## config.mk

```make
export PLATFORM = sky130hd
export DESIGN_NAME = zet_fetch
export DESIGN_NICKNAME = d
export VERILOG_FILES = /design/src/rtl/zet_fetch.sv
export SDC_FILE = /design/constraint.sdc
export NUM_CORES = 1
export LEC_CHECK = 0
export CORE_MARGIN = 1.5
export CORE_UTILIZATION = 59
export DETAILED_ROUTE_END_ITERATION = 8
export PLACE_DENSITY_LB_ADDON = 0.1
export SETUP_SLACK_MARGIN = 0.2
export SYNTH_ARGS = -nofsm -noshare
export SYNTH_HDL_FRONTEND = slang
export SYNTH_SLANG_ARGS = --single-unit
```

## constraint.sdc

```tcl
create_clock -name clk -period 5.35 [get_ports clk]
set_input_delay 1.3375 -clock clk [delete_from_list [all_inputs] [get_ports clk]]
set_output_delay 1.3375 -clock clk [all_outputs]
set_load 0.01 [all_outputs]
```

## src/rtl/zet_fetch.sv

```systemverilog
// Instruction prefetch stage: reads 16-bit code words over a Wishbone master port into a byte
// queue and hands bytes to the decoder one at a time, tracking the CS:IP of the head byte.
module zet_fetch #(
    parameter int unsigned QUEUE_DEPTH = 8,
    parameter logic [15:0] RESET_CS    = 16'hf000,
    parameter logic [15:0] RESET_IP    = 16'hfff0
) (
    input  logic        clk,
    input  logic        rst_i,
    input  logic        flush_i,
    input  logic [15:0] load_cs_i,
    input  logic [15:0] load_ip_i,
    output logic [18:0] wb_adr_o,
    output logic [1:0]  wb_sel_o,
    output logic        wb_cyc_o,
    output logic        wb_stb_o,
    input  logic [15:0] wb_dat_i,
    input  logic        wb_ack_i,
    output logic [7:0]  instruction_o,
    output logic        instruction_valid_o,
    input  logic        next_instruction_i,
    output logic [15:0] instruction_cs_o,
    output logic [15:0] instruction_ip_o
);

    localparam int unsigned PtrW = $clog2(QUEUE_DEPTH);
    localparam int unsigned CntW = PtrW + 1;
    // Highest fill level that still leaves room for a full 2-byte word.
    localparam logic [CntW-1:0] MaxReqCount = CntW'(QUEUE_DEPTH - 2);

    typedef enum logic [1:0] {StIdle, StReq, StDiscard} state_e;

    state_e          state_q, state_d;
    logic            cyc_q, cyc_d;
    logic [18:0]     adr_q, adr_d;
    logic [15:0]     fcs_q, fcs_d;
    logic [15:0]     fip_q, fip_d;
    logic [15:0]     dip_q, dip_d;
    logic [PtrW-1:0] head_q, head_d;
    logic [PtrW-1:0] tail_q, tail_d;
    logic [CntW-1:0] count_q, count_d;
    logic [7:0]      queue_q [QUEUE_DEPTH];

    logic [19:0]     phys;
    logic            valid;
    logic            pop;
    logic            take;
    logic [1:0]      npush;
    logic [7:0]      first_byte;

    always_comb begin
        phys       = {fcs_q, 4'h0} + {4'h0, fip_q};
        valid      = (count_q != '0);
        pop        = valid & next_instruction_i & ~flush_i;
        take       = (state_q == StReq) & wb_ack_i & ~flush_i;
        // An odd fetch IP only wants the high byte of the word.
        npush      = take ? (fip_q[0] ? 2'd1 : 2'd2) : 2'd0;
        first_byte = fip_q[0] ? wb_dat_i[15:8] : wb_dat_i[7:0];
    end

    always_comb begin
        fcs_d   = fcs_q;
        fip_d   = fip_q + 16'(npush);
        dip_d   = dip_q + 16'(pop);
        head_d  = head_q + PtrW'(pop);
        tail_d  = tail_q + PtrW'(npush);
        count_d = count_q + CntW'(npush) - CntW'(pop);
        if (flush_i) begin
            fcs_d   = load_cs_i;
            fip_d   = load_ip_i;
            dip_d   = load_ip_i;
            head_d  = '0;
            tail_d  = '0;
            count_d = '0;
        end
    end

    always_comb begin
        state_d = state_q;
        cyc_d   = cyc_q;
        adr_d   = adr_q;
        unique case (state_q)
            StIdle: begin
                if (!flush_i && count_q <= MaxReqCount) begin
                    state_d = StReq;
                    cyc_d   = 1'b1;
                    adr_d   = phys[19:1];
                end
            end
            StReq: begin
                if (wb_ack_i) begin
                    state_d = StIdle;
                    cyc_d   = 1'b0;
                end else if (flush_i) begin
                    state_d = StDiscard;
                end
            end
            StDiscard: begin
                if (wb_ack_i) begin
                    state_d = StIdle;
                    cyc_d   = 1'b0;
                end
            end
            default: begin
                state_d = StIdle;
                cyc_d   = 1'b0;
            end
        endcase
    end

    always_ff @(posedge clk or negedge rst_i) begin
        if (!rst_i) begin
            state_q <= StIdle;
            cyc_q   <= 1'b0;
            adr_q   <= '0;
            fcs_q   <= RESET_CS;
            fip_q   <= RESET_IP;
            dip_q   <= RESET_IP;
            head_q  <= '0;
            tail_q  <= '0;
            count_q <= '0;
            for (int i = 0; i < QUEUE_DEPTH; i++) begin
                queue_q[i] <= 8'h00;
            end
        end else begin
            state_q <= state_d;
            cyc_q   <= cyc_d;
            adr_q   <= adr_d;
            fcs_q   <= fcs_d;
            fip_q   <= fip_d;
            dip_q   <= dip_d;
            head_q  <= head_d;
            tail_q  <= tail_d;
            count_q <= count_d;
            if (take) begin
                queue_q[tail_q] <= first_byte;
            end
            if (take && !fip_q[0]) begin
                queue_q[tail_q + PtrW'(1)] <= wb_dat_i[15:8];
            end
        end
    end

    assign wb_adr_o            = adr_q;
    assign wb_sel_o            = 2'b11;
    assign wb_cyc_o            = cyc_q;
    assign wb_stb_o            = cyc_q;
    assign instruction_valid_o = valid;
    assign instruction_o       = valid ? queue_q[head_q] : 8'h00;
    assign instruction_cs_o    = fcs_q;
    assign instruction_ip_o    = dip_q;

endmodule

```

After elaboration in Yosys (flattened, before gate mapping):

Index checks and enable logic that the tools add are counted.

* reduce and logical (&&, ||, !) cells: 12
* eq/ne operators: 6
* order comparisons: 6
* bitwise operators: 8
* mux-type cells: 28
* $add $sub $neg: 8

Operator list (number)
* 64-bit bitwise mux: 2
* 64-bit two-way mux: 2
* 8-bit demux with 3-bit select: 2
* 8-bit two-way mux: 6
* 16-bit two-way mux: 2
* 8-bit binary-select mux with 3-bit select: 1
* 20-bit by 16-bit adder with 20-bit output: 1
* 16-bit by 1-bit adder with 16-bit output: 1
* 16-bit by 2-bit adder with 16-bit output: 1
* 4-bit >= comparator (second input constant): 3
* 2-bit two-way mux: 6
* 3-bit NOT with 4-bit output: 3
* 4-bit by 1-bit less-than comparator with 1-bit output (second input constant): 2
* 3-bit two-way mux: 2
* 2-bit one-hot mux with 3 select lines: 1
* 4-bit by 2-bit adder with 4-bit output: 1
* 1-bit AND: 4
* 4-bit by 3-bit <= comparator with 1-bit output (second input constant): 1
* 1-bit logical AND: 4
* 4-bit two-way mux: 1
* 2-bit inequality test (second input constant): 2
* 2-bit AND reduction: 2
* 4-bit nonzero test: 1
* 4-bit by 1-bit subtractor with 4-bit output: 1
* 14 further kinds: 16

* bits of input ports: 53
* register bits after elaboration: 144

Longest topological paths before layout:

Gate-level depths: netlist of the first run.

* depth in word-level cells: 9
* mapped depth: 13

Worst setup path after synthesis of the first run:

Ideal clock, no wire load.

* path kind: input port to flip-flop
* start point: input port flush_i
* end point: register dip_q[13] (netlist: instruction_ip_o[13])
* path buffers: 3
* setup time: 82 ps
* path slack: 1592 ps
* data required time: 5268 ps
* arrival time: 3676 ps
* stages: 12
* cells stage by stage: buf_2 buf_1 inv_1 buf_1 and3_1 ha_1 and3_1 nand3_1 nor3_1 nand3_1 xnor2_1 mux2_2

* cells in the longest elaborated chain, start to end: 4

Ends and longest elaborated chain
* from (decl): line 10 `input logic flush_i,`
* 1-bit NOT: line 54 `pop = valid & next_instruction_i & ~flush_i;`
* 1-bit AND: line 54
* 16-bit by 1-bit adder with 16-bit output: line 64 `dip_d = dip_q + 16'(pop);`
* 16-bit two-way mux *: line 68 `if (flush_i) begin`
* via dip_d[13]: line 38 `logic [15:0] dip_q, dip_d;`
* to (signal assigned): line 131 `dip_q <= dip_d;`
* to (decl): line 38

The timed path passes the listed nets; every way through them passes the cells marked *.
A chain may end at the register's enable or synchronous reset.

Worst setup path after layout of the first run:

* start point: register head_q[0]
* end point: output port instruction_o[7]

* cells in the longest elaborated chain, start to end: 5

Ends and longest elaborated chain
* from (decl): line 39 `logic [PtrW-1:0] head_q, head_d;`
* from (signal assigned): line 119 `head_q <= '0;`
* from (signal assigned): line 132 `head_q <= head_d;`
* 3-bit NOT with 4-bit output (implied by the code): line 149 `assign instruction_o = valid ? queue_q[head_q] : 8'h00;`
* 8-bit binary-select mux with 3-bit select: line 149
* 8-bit two-way mux (implied by the code) (2 in a row): line 149
* 8-bit two-way mux: line 149
* to (decl): line 19 `output logic [7:0] instruction_o,`

No other way between the ends. The select of a mux whose other input is x is not followed.

==> results of run 1 <==
==> final cells by class <==
| class | count | share of cell area |
|---|---|---|
| sequential | 144 | 0.365 |
| multi-input combinational | 560 | 0.419 |
| timing repair buffer | 123 | 0.121 |
| tap | 176 | 0.0221 |
| inverter | 25 | 0.00943 |
| clock inverter | 11 | 0.0161 |
| clock buffer | 21 | 0.0473 |
==> cells in the mapped netlist (3+ instances only) <==
library cell / n
fa_1: 3
nand4_1: 5
xnor2_1: 29
buf_2: 13
nor2_1: 39
nand2_1: 108
nor2b_1: 7
nor3_1: 4
nand2b_1: 3
mux2i_1: 74
inv_1: 25
nor3_2: 4
buf_4: 4
clkbuf_1: 20
buf_1: 4
ha_1: 29
mux4_2: 16
dfrtp_1: 116
mux2_2: 45
nand3_1: 21
and3_1: 6
dfstp_2: 28
o21a_1: 5
o21ai_0: 87
and2_1: 3
a21oi_1: 23
xor2_1: 13
==> tightest hold or removal path: cells and delay by family, from the launching register on <==
family           cells  cell delay (ns)
flip-flops           1             0.34
AND/OR/NAND/NOR      1             0.05
AO/OA/AOI/OAI        1             0.05
==> worst max-delay path by stage <==
stage,depth (start not counted),endpoint,start
floorplan,12,instruction_ip_o[13]$_DFF_PN1_,flush_i
detailed placement,11,count_q[3]$_DFF_PN0_,wb_ack_i
global placement,11,fip_q[14]$_DFF_PN1_,wb_ack_i
finish,5,instruction_o[7],head_q[0]$_DFF_PN0_
CTS,5,instruction_o[7],head_q[0]$_DFF_PN0_
global route,5,instruction_o[7],head_q[0]$_DFF_PN0_
==> state kept, by name (all words and copies together) (netlist names) <==
register          flops
queue_q              64
wb_adr_o             19
fip_q                16
instruction_cs_o     16
instruction_ip_o     16
count_q               4
head_q                3
tail_q                3
state_q               2
wb_cyc_o              1
==> per-layer routing <==
metal / global-route usage / up-vias / routed length (um)
met2: 0.516 / 198 / 10400
met1: 0.361 / 3086 / 8190
met5: 0 / - / 0
met3: 0.0623 / 46 / 974
li1: - / 2892 / -
met4: 0.127 / 0 / 644
==> kinds of logic (layout without fill, tap and decap cells) <==
group,after synthesis,count (layout)
simple gates,215,215
flops,144,144
mux,135,135
compound gates,134,134
buf+inv,66,180
xor+xnor,42,42
fa+ha+maj,32,32
other cells,1,2
==> where the power goes <==
group / internal (mW) / switching [mW] / total, mW
Combinational: 0.700 / 0.666 / 1.37
Clock: 0.812 / 0.446 / 1.26
Sequential: 1.35 / 0.178 / 1.53
==> placed cells by master (no fill, tap or decap), types with 4 or more instances in the layout <==
cell type          n
bufinv_16          4
nor3_2             4
nand3_1           21
nor3_1             4
inv_1             25
buf_4              9
ha_1              29
mux2i_1           74
xnor2_1           29
clkdlybuf4s50_1  112
mux4_2            16
nor2b_1            7
clkinv_2           5
xor2_1            13
nor2_1            39
nand2_1          108
dfrtp_1          116
o21ai_0           87
and3_1             6
nand4_1            5
clkbuf_16         17
o21a_1             5
mux2_2            45
a21oi_1           23
dfstp_2           28
==> through the flow <==
step / hold WS (ns) / worst slack [ns] / std cells / cell area, sq um / total power [mW]
global route: 0.512 / 1.37 / 1060 / 9960 / 4.38
CTS: 0.479 / 1.43 / 1060 / 9960 / 4.18
floorplan: 0.510 / 1.59 / 770 / 8080 / 2.31
detailed placement: 0.466 / 1.55 / 1028 / 9330 / 2.91
global placement: 0.464 / 1.66 / 1028 / 9330 / 2.84
finish: 0.477 / 1.48 / 1060 / 9960 / 4.16
==> results_dict.tcl, run 1 <==
set metrics [dict create \
    status "finished clean" \
    cts_buffers 17 \
    syn_inst 769 \
    syn_avg_cell_area_sq_um 10.5 \
    grt_pass1_vias 6426 \
    fin_util 0.749 \
    period_minus_slack_ns 3.87 \
    first_pass_iters 5 \
    clk_pin_slew_ns 0.06 \
    ctsResizeCount 0 \
    cts_buffer_depth 2 \
    finalMaxSlewViolations 0 \
    synthArstFlopShare 1.00 \
    max_slew_margin 0.202 \
    clock_latency_ns 0.43 \
    worst_r2r_path_depth 13 \
    worstPathMaxFanout 16 \
    rows 42 \
    overflow 0 \
    crit_slowest_cell "mux4_2" \
    worstHoldEndpoint "wb_adr_o[8]$_DFFE_PN0P_" \
    synth_edf_count 0 \
    synthMuxAreaShare 0.199 \
    fin_tns_setup_ns 0 \
    cts_root_buf "clkbuf_16" \
    p_per_area_mw_per_mm2 418 \
    h-tree-depth 4 \
    multiInputGateArea_sq_mm 0.00417 \
    r2r_slack_ns 2.32 \
    r2r-start "count_q[2]$_DFF_PN0_" \
    yosysTopAreaCellShare 0.359 \
    ys_types 54 \
    drv_cap 0 \
    rsz0062_at_grt "false" \
    vias 6222 \
    grt_start_max_net_pins 118 \
    fillers 941 \
    drt-total-wl_um 20300 \
    synth-seq-cells 144 \
    clock_skew_ns 0.00900 \
    fmax_mhz 258 \
    worst_ep_arrival_time_ns 2.53 \
    pin_count 117 \
    ys.flop_type "dfrtp_1" \
    die_h_um 120 \
    num_antenna_cells 0 \
    synth-compound-area-share 0.0928 \
    antenna_found_initial 0 \
    yosysTopAreaCell "dfrtp_1" \
    postCtsSetupBuffers 0 \
    synth_xor_area_frac 0.0455 \
    drive_gt1_frac 0.161 \
    via_per_inst 5.87 \
    holdPathStages 2 \
    synth_top_family_by_area "multiplexers" \
    route.detailed.wl_per_inst_um 19.1 \
    setup_viol 0 \
    gp_congestion 0.851 \
    ys_seq_area_frac 0.451 \
    end_kind "primary output" \
    hold_path.class "flip-flop to flip-flop" \
    core_region_area_sq_mm 0.0133 \
    worstReg2RegEnd "instruction_ip_o[14]$_DFF_PN1_" \
    nNetsFinal 956 \
    drc_errors 0 \
    cp.buffers_inverters 2 \
    worst_slew_pin_slew_ns 1.19 \
    hold_start "wb_adr_o[8]$_DFFE_PN0P_" \
    drt_iter0_drc 387 \
    tritoncts "yes" \
    die_w_um 120 \
    final-hold-violation-count 0 \
    synth-simple-area-share 0.125 \
    yosys_warnings 0 \
    grt_usage 0.298 \
    dieArea_sq_mm 0.0144 \
    hpwl_um 13900 \
    slowest_delay_ns 0.54 \
    synth.cell_area_sq_mm 0.00808 \
    fin_crit_sh 0.723 \
    crit_chain "buf_4 > mux4_2 > mux2i_1 > nor2_1 > clkdlybuf4s50_1" \
    synth.area.top_cells "dfrtp_1 (36%), mux2i_1 (9.2%), dfstp_2 (9.1%)" \
    ir_drop_uv 342 \
    regArea_sq_mm 0.00364 \
    start_kind "flip-flop" \
    cts.sinks 144 \
    cts_hold_buf 0 \
    grt_pass1_wl_um 32900 \
    cp.required_ns 4.01 \
    initial_utilization 0.607 \
    drtAntennaViolNets 0 \
    leakagePower_nw 4.22 \
    synth-adder-area-share 0.0524 \
    port_buffers 114 \
    syn_to_final_growth_pct 23.3 \
    crit_family "buffers and inverters" \
    critical_path_class "flip-flop to primary output" \
]
(Power assumes the default switching activity.)
==> run 2, diff against run 1 <==
- CORE_UTILIZATION: 59 -> 55
- clock period: 5.35 -> 3.67 ns (I/O delays scaled with it)
==> run 2 against run 1 <==
Clock skew up 0.0016 ns. Largest cell class unchanged. Power up 45%. Clock power up 42%. Sequential cell count unchanged. Sequential share of layout area down 0.51 points. Global-route usage down 1.3 points. Clock-buffer cell count down 1. Sequential power up 46%. Via count about the same. Critical path depth unchanged. Cell area up 1.4%.
==> results_dict.tcl, run 2 (synthesis gave the netlist of run 1 again) <==
set metrics [dict create \
    period_minus_slack_ns 3.38 \
    regMostFlops "queue_q" \
    die_w_um 124 \
    clock_latency_ns 0.43 \
    antenna_found_initial 0 \
    finalMaxSlewViolations 0 \
    hold_path.class "input port to asynchronous set/reset pin" \
    swShare 0.318 \
    drv_cap 0 \
    layout_common_cells "dfrtp_1 (115), clkdlybuf4s50_1 (112), nand2_1 (108)" \
    leakagePower_nw 4.29 \
    dieArea_sq_mm 0.0154 \
    clk_pin_slew_ns 0.06 \
    finalNonFillerCells 1086 \
    clock_skew_ns 0.0106 \
    rows 44 \
    cts_buffers 17 \
    start_kind "flip-flop" \
    fin_tns_setup_ns 0 \
    fillers 1033 \
    worst_slew_pin_slew_ns 0.672 \
    drt_iter0_drc 358 \
    p_sw_mw 1.92 \
    ir_drop_uv 387 \
    cp.required_ns 2.75 \
    grt_pass1_wl_um 32500 \
    grt_start_max_net_pins 87 \
    via_per_inst 5.73 \
    pwr-share-seq 0.371 \
    tritoncts "yes" \
    status "finished clean" \
    setup_viol 0 \
    nNetsFinal 974 \
    multiInputGateArea_sq_mm 0.00416 \
    vias 6220 \
    drt-total-wl_um 20500 \
    rsz0062_at_grt "false" \
    end_kind "primary output" \
    fin_crit_sh 0.922 \
    layout_commonest_cell "dfrtp_1" \
    gp_congestion 0.822 \
    cts_buffer_depth 2 \
    h-tree-depth 4 \
    num_antenna_cells 0 \
    placed_cells 1054 \
    p_clk_frac 0.297 \
    overflow 0 \
    largest_reg_flops 64 \
    grt_pass1_vias 6492 \
    max_slew_margin 0.552 \
    drive_gt1_frac 0.177 \
    worst_ep_arrival_time_ns 2.47 \
    cts_root_buf "clkbuf_16" \
    power.internal_mw 4.11 \
    port_buffers 114 \
    power_frac_comb 0.332 \
    fmax_mhz 296 \
    p_per_area_mw_per_mm2 597 \
    grt_usage 0.285 \
    final-hold-violation-count 0 \
    first_pass_iters 5 \
    core_region_area_sq_mm 0.0144 \
    syn_to_final_growth_pct 25.1 \
    cts_hold_buf 0 \
    pin_count 117 \
    drtAntennaViolNets 0 \
    route.detailed.wl_per_inst_um 18.9 \
    drc_errors 0 \
    critical_path_class "flip-flop to primary output" \
    die_h_um 124 \
    initial_utilization 0.560 \
    worstPathMaxFanout 17 \
    cts.sinks 144 \
    regArea_sq_mm 0.00364 \
    hpwl_um 14200 \
]
## run 2: layer usage
metal / vias to the layer above / GRT usage / wire length, um / part of all wire
li1: 2925 / - / - / -
met5: - / 0 / 0 / 0
met1: 3015 / 0.309 / 7730 / 0.38
met4: 0 / 0.139 / 683 / 0.033
met3: 52 / 0.0600 / 1180 / 0.057
met2: 228 / 0.526 / 10900 / 0.53
## run 2: worst max-delay path, stage by stage, from the launching register on
cell and delay (ns):
dfrtp_1 0.35, buf_6 0.27, mux4_2 0.55, mux2i_1 0.30, nor2_1 0.08, clkdlybuf4s50_1 0.48
## run 2: final timing paths
| kind | from | end | slack [ns] | cells past startpoint |
|---|---|---|---|---|
| max | head_q[0]$_DFF_PN0_ | instruction_o[4] | 0.29 | 5 |
| min | rst_i | wb_adr_o[18]$_DFFE_PN0P_ | 0.45 | 1 |
| max reg2reg | count_q[2]$_DFF_PN0_ | instruction_ip_o[15]$_DFF_PN1_ | 0.92 | 12 |
| min reg2reg | wb_adr_o[8]$_DFFE_PN0P_ | wb_adr_o[8]$_DFFE_PN0P_ | 0.48 | 2 |
| max in group asynchronous | rst_i | queue_q[18]$_DFF_PN0_ | 2.35 | 2 |
| min in group clk | wb_adr_o[8]$_DFFE_PN0P_ | wb_adr_o[8]$_DFFE_PN0P_ | 0.48 | 2 |
## run 2: final cells by class
cell class                 count  area share
multi-input combinational    560       0.412
sequential                   144       0.360
timing repair buffer         141       0.134
clock buffer                  20      0.0452
tap                          184      0.0228
clock inverter                12      0.0159
inverter                      25     0.00929
## run 2: power groups by stage
stage               clock, mW  sequential, mW  combinational (mW)
floorplan                   0            2.24                1.12
global placement            0            2.23                1.93
detailed placement          0            2.25                2.00
CTS                      1.82            2.23                2.02
global route             1.90            2.28                2.21
finish                   1.79            2.23                2.00
## run 2: repair_timing
item,in CTS,in global routing
endpoints found under the setup margin,1,0
endpoints found under the hold margin,0,0
buffers inserted,0,0
resized for setup,2,0
## run 2: per-stage QoR
step                hold slack [ns]   util  worst slack (ns)  cell area, sq um  power [mW]
detailed placement            0.471  0.657             0.284              9480        4.25
floorplan                     0.510      -             0.332              8080        3.36
global placement              0.468  0.657             0.417              9480        4.16
CTS                           0.461  0.700             0.262             10100        6.07
global route                  0.486  0.700             0.205             10100        6.40
finish                        0.451  0.700             0.287             10100        6.03
==> run 3, diff against run 2 <==
- ABC_AREA: unset -> 1
- CORE_UTILIZATION: 55 -> 56
- GPL_ROUTABILITY_DRIVEN: unset -> 0
==> run 3 against run 2 <==
Hold slack improved by 0.019 ns. Utilization fell by 1.2 points. Register-to-register slack got worse by 0.02 ns. Critical path type unchanged. Sequential cell count did not move. Sequential power barely moved. Die area rose by 4.7%. Area after synthesis rose by 6.8%. Critical path depth rose by 1. Global-route usage rose by 1.3 points.
==> results_dict.tcl, run 3 <==
set metrics [dict create \
    vias 7964 \
    dp_slack_ns 0.471 \
    cts_buffers 17 \
    regMostFlops "queue_q" \
    p_per_area_mw_per_mm2 591 \
    grt_start_max_net_pins 79 \
    yosys_warnings 0 \
    ys_types 41 \
    drt_iter0_drc 863 \
    postCtsSetupBuffers 0 \
    regArea_sq_mm 0.00364 \
    fillers 1265 \
    syn_to_final_growth_pct 20.9 \
    total_power_mw 6.16 \
    power.internal_mw 4.03 \
    ir_drop_uv 321 \
    synth_edf_count 0 \
    grt_usage 0.299 \
    cts_root_buf "clkbuf_16" \
    drc_errors 0 \
    rows 45 \
    worstPathMaxFanout 16 \
    worst_ep_arrival_time_ns 2.40 \
    period_minus_slack_ns 3.32 \
    h-tree-depth 4 \
    multiInputGateArea_sq_mm 0.00424 \
    worstReg2RegEnd "instruction_ip_o[14]$_DFF_PN1_" \
    max_slew_margin 0.446 \
    hpwl_um 16500 \
    initial_utilization 0.569 \
    tritoncts "yes" \
    route.detailed.wl_per_inst_um 16.0 \
    cp.buffers_inverters 2 \
    r2r_slack_ns 0.90 \
    crit_slowest_cell "clkdlybuf4s50_1" \
    synth.cell_area_sq_mm 0.00862 \
    setup_viol 0 \
    status "finished clean" \
    slowest_delay_ns 0.57 \
    worst_slack_ns 0.353 \
    worst_r2r_path_depth 16 \
    start_kind "flip-flop" \
    ys_seq_area_frac 0.422 \
    first_pass_iters 6 \
    yosysTopAreaCell "dfrtp_1" \
    r2r-start "count_q[2]$_DFF_PN0_" \
    crit_family "buffers and inverters" \
    pin_count 117 \
    synthArstFlopShare 1.00 \
    holdPathStages 2 \
    cts.sinks 144 \
    syn_avg_cell_area_sq_um 7.56 \
    antenna_found_initial 0 \
    port_buffers 114 \
    layout_commonest_cell "nand2_1" \
    critical_path_class "flip-flop to primary output" \
    fin_util 0.688 \
    overflow 0 \
    p_sw_mw 2.13 \
    synth.area.top_cells "dfrtp_1 (34%), nand2_1 (14%), dfstp_2 (8.5%)" \
    fin_crit_sh 0.904 \
    nNetsFinal 1322 \
    syn_inst 1140 \
    crit_chain "inv_1 > nor2_1 > o21ai_0 > o21ai_0 > nor2_1 > clkdlybuf4s50_1" \
    hold_start "wb_adr_o[3]$_DFFE_PN0P_" \
    core_region_area_sq_mm 0.0151 \
    finalNonFillerCells 1438 \
    drive_gt1_frac 0.0808 \
    drtAntennaViolNets 0 \
    drt-total-wl_um 23000 \
    worst_slew_pin_slew_ns 0.831 \
    dieArea_sq_mm 0.0161 \
    swShare 0.346 \
    grt_pass1_vias 7406 \
    grt_pass1_wl_um 37800 \
    layout_common_cells "nand2_1 (321), o21ai_0 (134), inv_1 (127)" \
    finalMaxSlewViolations 0 \
    synth-seq-cells 144 \
    ys.flop_type "dfrtp_1" \
    clk_pin_slew_ns 0.06 \
    via_per_inst 5.54 \
    leakagePower_nw 4.94 \
    cp.required_ns 2.75 \
    hold_path.class "flip-flop to flip-flop" \
    placed_cells 1406 \
    pwr-share-seq 0.363 \
    end_kind "primary output" \
    p_clk_frac 0.286 \
    yosysTopAreaCellShare 0.337 \
    largest_reg_flops 64 \
    final-hold-violation-count 0 \
    synth.most_common_cell "nand2_1" \
    fin_tns_setup_ns 0 \
    worstHoldEndpoint "wb_adr_o[3]$_DFFE_PN0P_" \
    fmax_mhz 301 \
    num_antenna_cells 0 \
    yosys-top-cells-count "nand2_1 (321), o21ai_0 (134), inv_1 (127), dfrtp_1 (116), nor2_1 (94)" \
    cts_buffer_depth 2 \
    power_frac_comb 0.351 \
    die_h_um 127 \
    clock_latency_ns 0.43 \
    drv_cap 0 \
    die_w_um 127 \
    rsz0062_at_grt "false" \
    clock_skew_ns 0.00976 \
]
-- run 3: power by group through the flow --
| stage | combinational [mW] | clock (mW) | sequential (mW) |
|---|---|---|---|
| floorplan | 1.22 | 0 | 2.23 |
| global placement | 2.10 | 0 | 2.23 |
| detailed placement | 2.14 | 0 | 2.24 |
| CTS | 2.15 | 1.78 | 2.23 |
| global route | 2.43 | 1.85 | 2.27 |
| finish | 2.16 | 1.76 | 2.23 |
-- run 3: cell families after synthesis --
logic type,synth area share
simple gates,0.255
compound gates,0.172
buf+inv,0.0865
flops,0.422
fa+ha+maj,0.0490
xor+xnor,0.0152
other cells,0.000435
-- run 3: final cells by class --
cell class,count,area share
Clock buffer,21,0.0442
Clock inverter,11,0.0133
Inverter,130,0.0473
Multi-Input combinational cell,821,0.407
Sequential cell,144,0.349
Tap cell,188,0.0226
Timing Repair Buffer,123,0.117
-- run 3: tightest hold or removal path, cell delays in order (launching register included) --
cell and delay (ns):
dfrtp_1 0.34, nand2_1 0.05, nand2_1 0.05
-- run 3: per-layer routing --
metal,GRT usage,part of all wire
met5,0,0
met1,0.440,0.47
met4,0.100,0.019
met3,0.0791,0.082
met2,0.428,0.43
-- run 3: worst max-delay path by stage --
stage	from	endpoint	depth (start not counted)
6_report	head_q[0]$_DFF_PN0_	instruction_o[0]	6
5_1_grt	head_q[0]$_DFF_PN0_	instruction_o[0]	6
4_1_cts	head_q[1]$_DFF_PN0_	instruction_o[7]	5
3_5_place_dp	wb_ack_i	count_q[2]$_DFF_PN0_	10
3_3_place_gp	wb_ack_i	count_q[3]$_DFF_PN0_	11
2_1_floorplan	flush_i	instruction_ip_o[14]$_DFF_PN1_	14
-- run 3: what timing repair did --
action,CTS,global route
hold buffers,0,0
setup endpoints to repair,0,8
resized for setup,0,1
-- run 3: stage by stage --
step                hold WS [ns]  instance area [sq um]
detailed placement         0.459                   9830
global placement           0.455                   9830
CTS                        0.472                  10400
finish                     0.470                  10400
global route               0.494                  10400
floorplan                  0.478                   8630
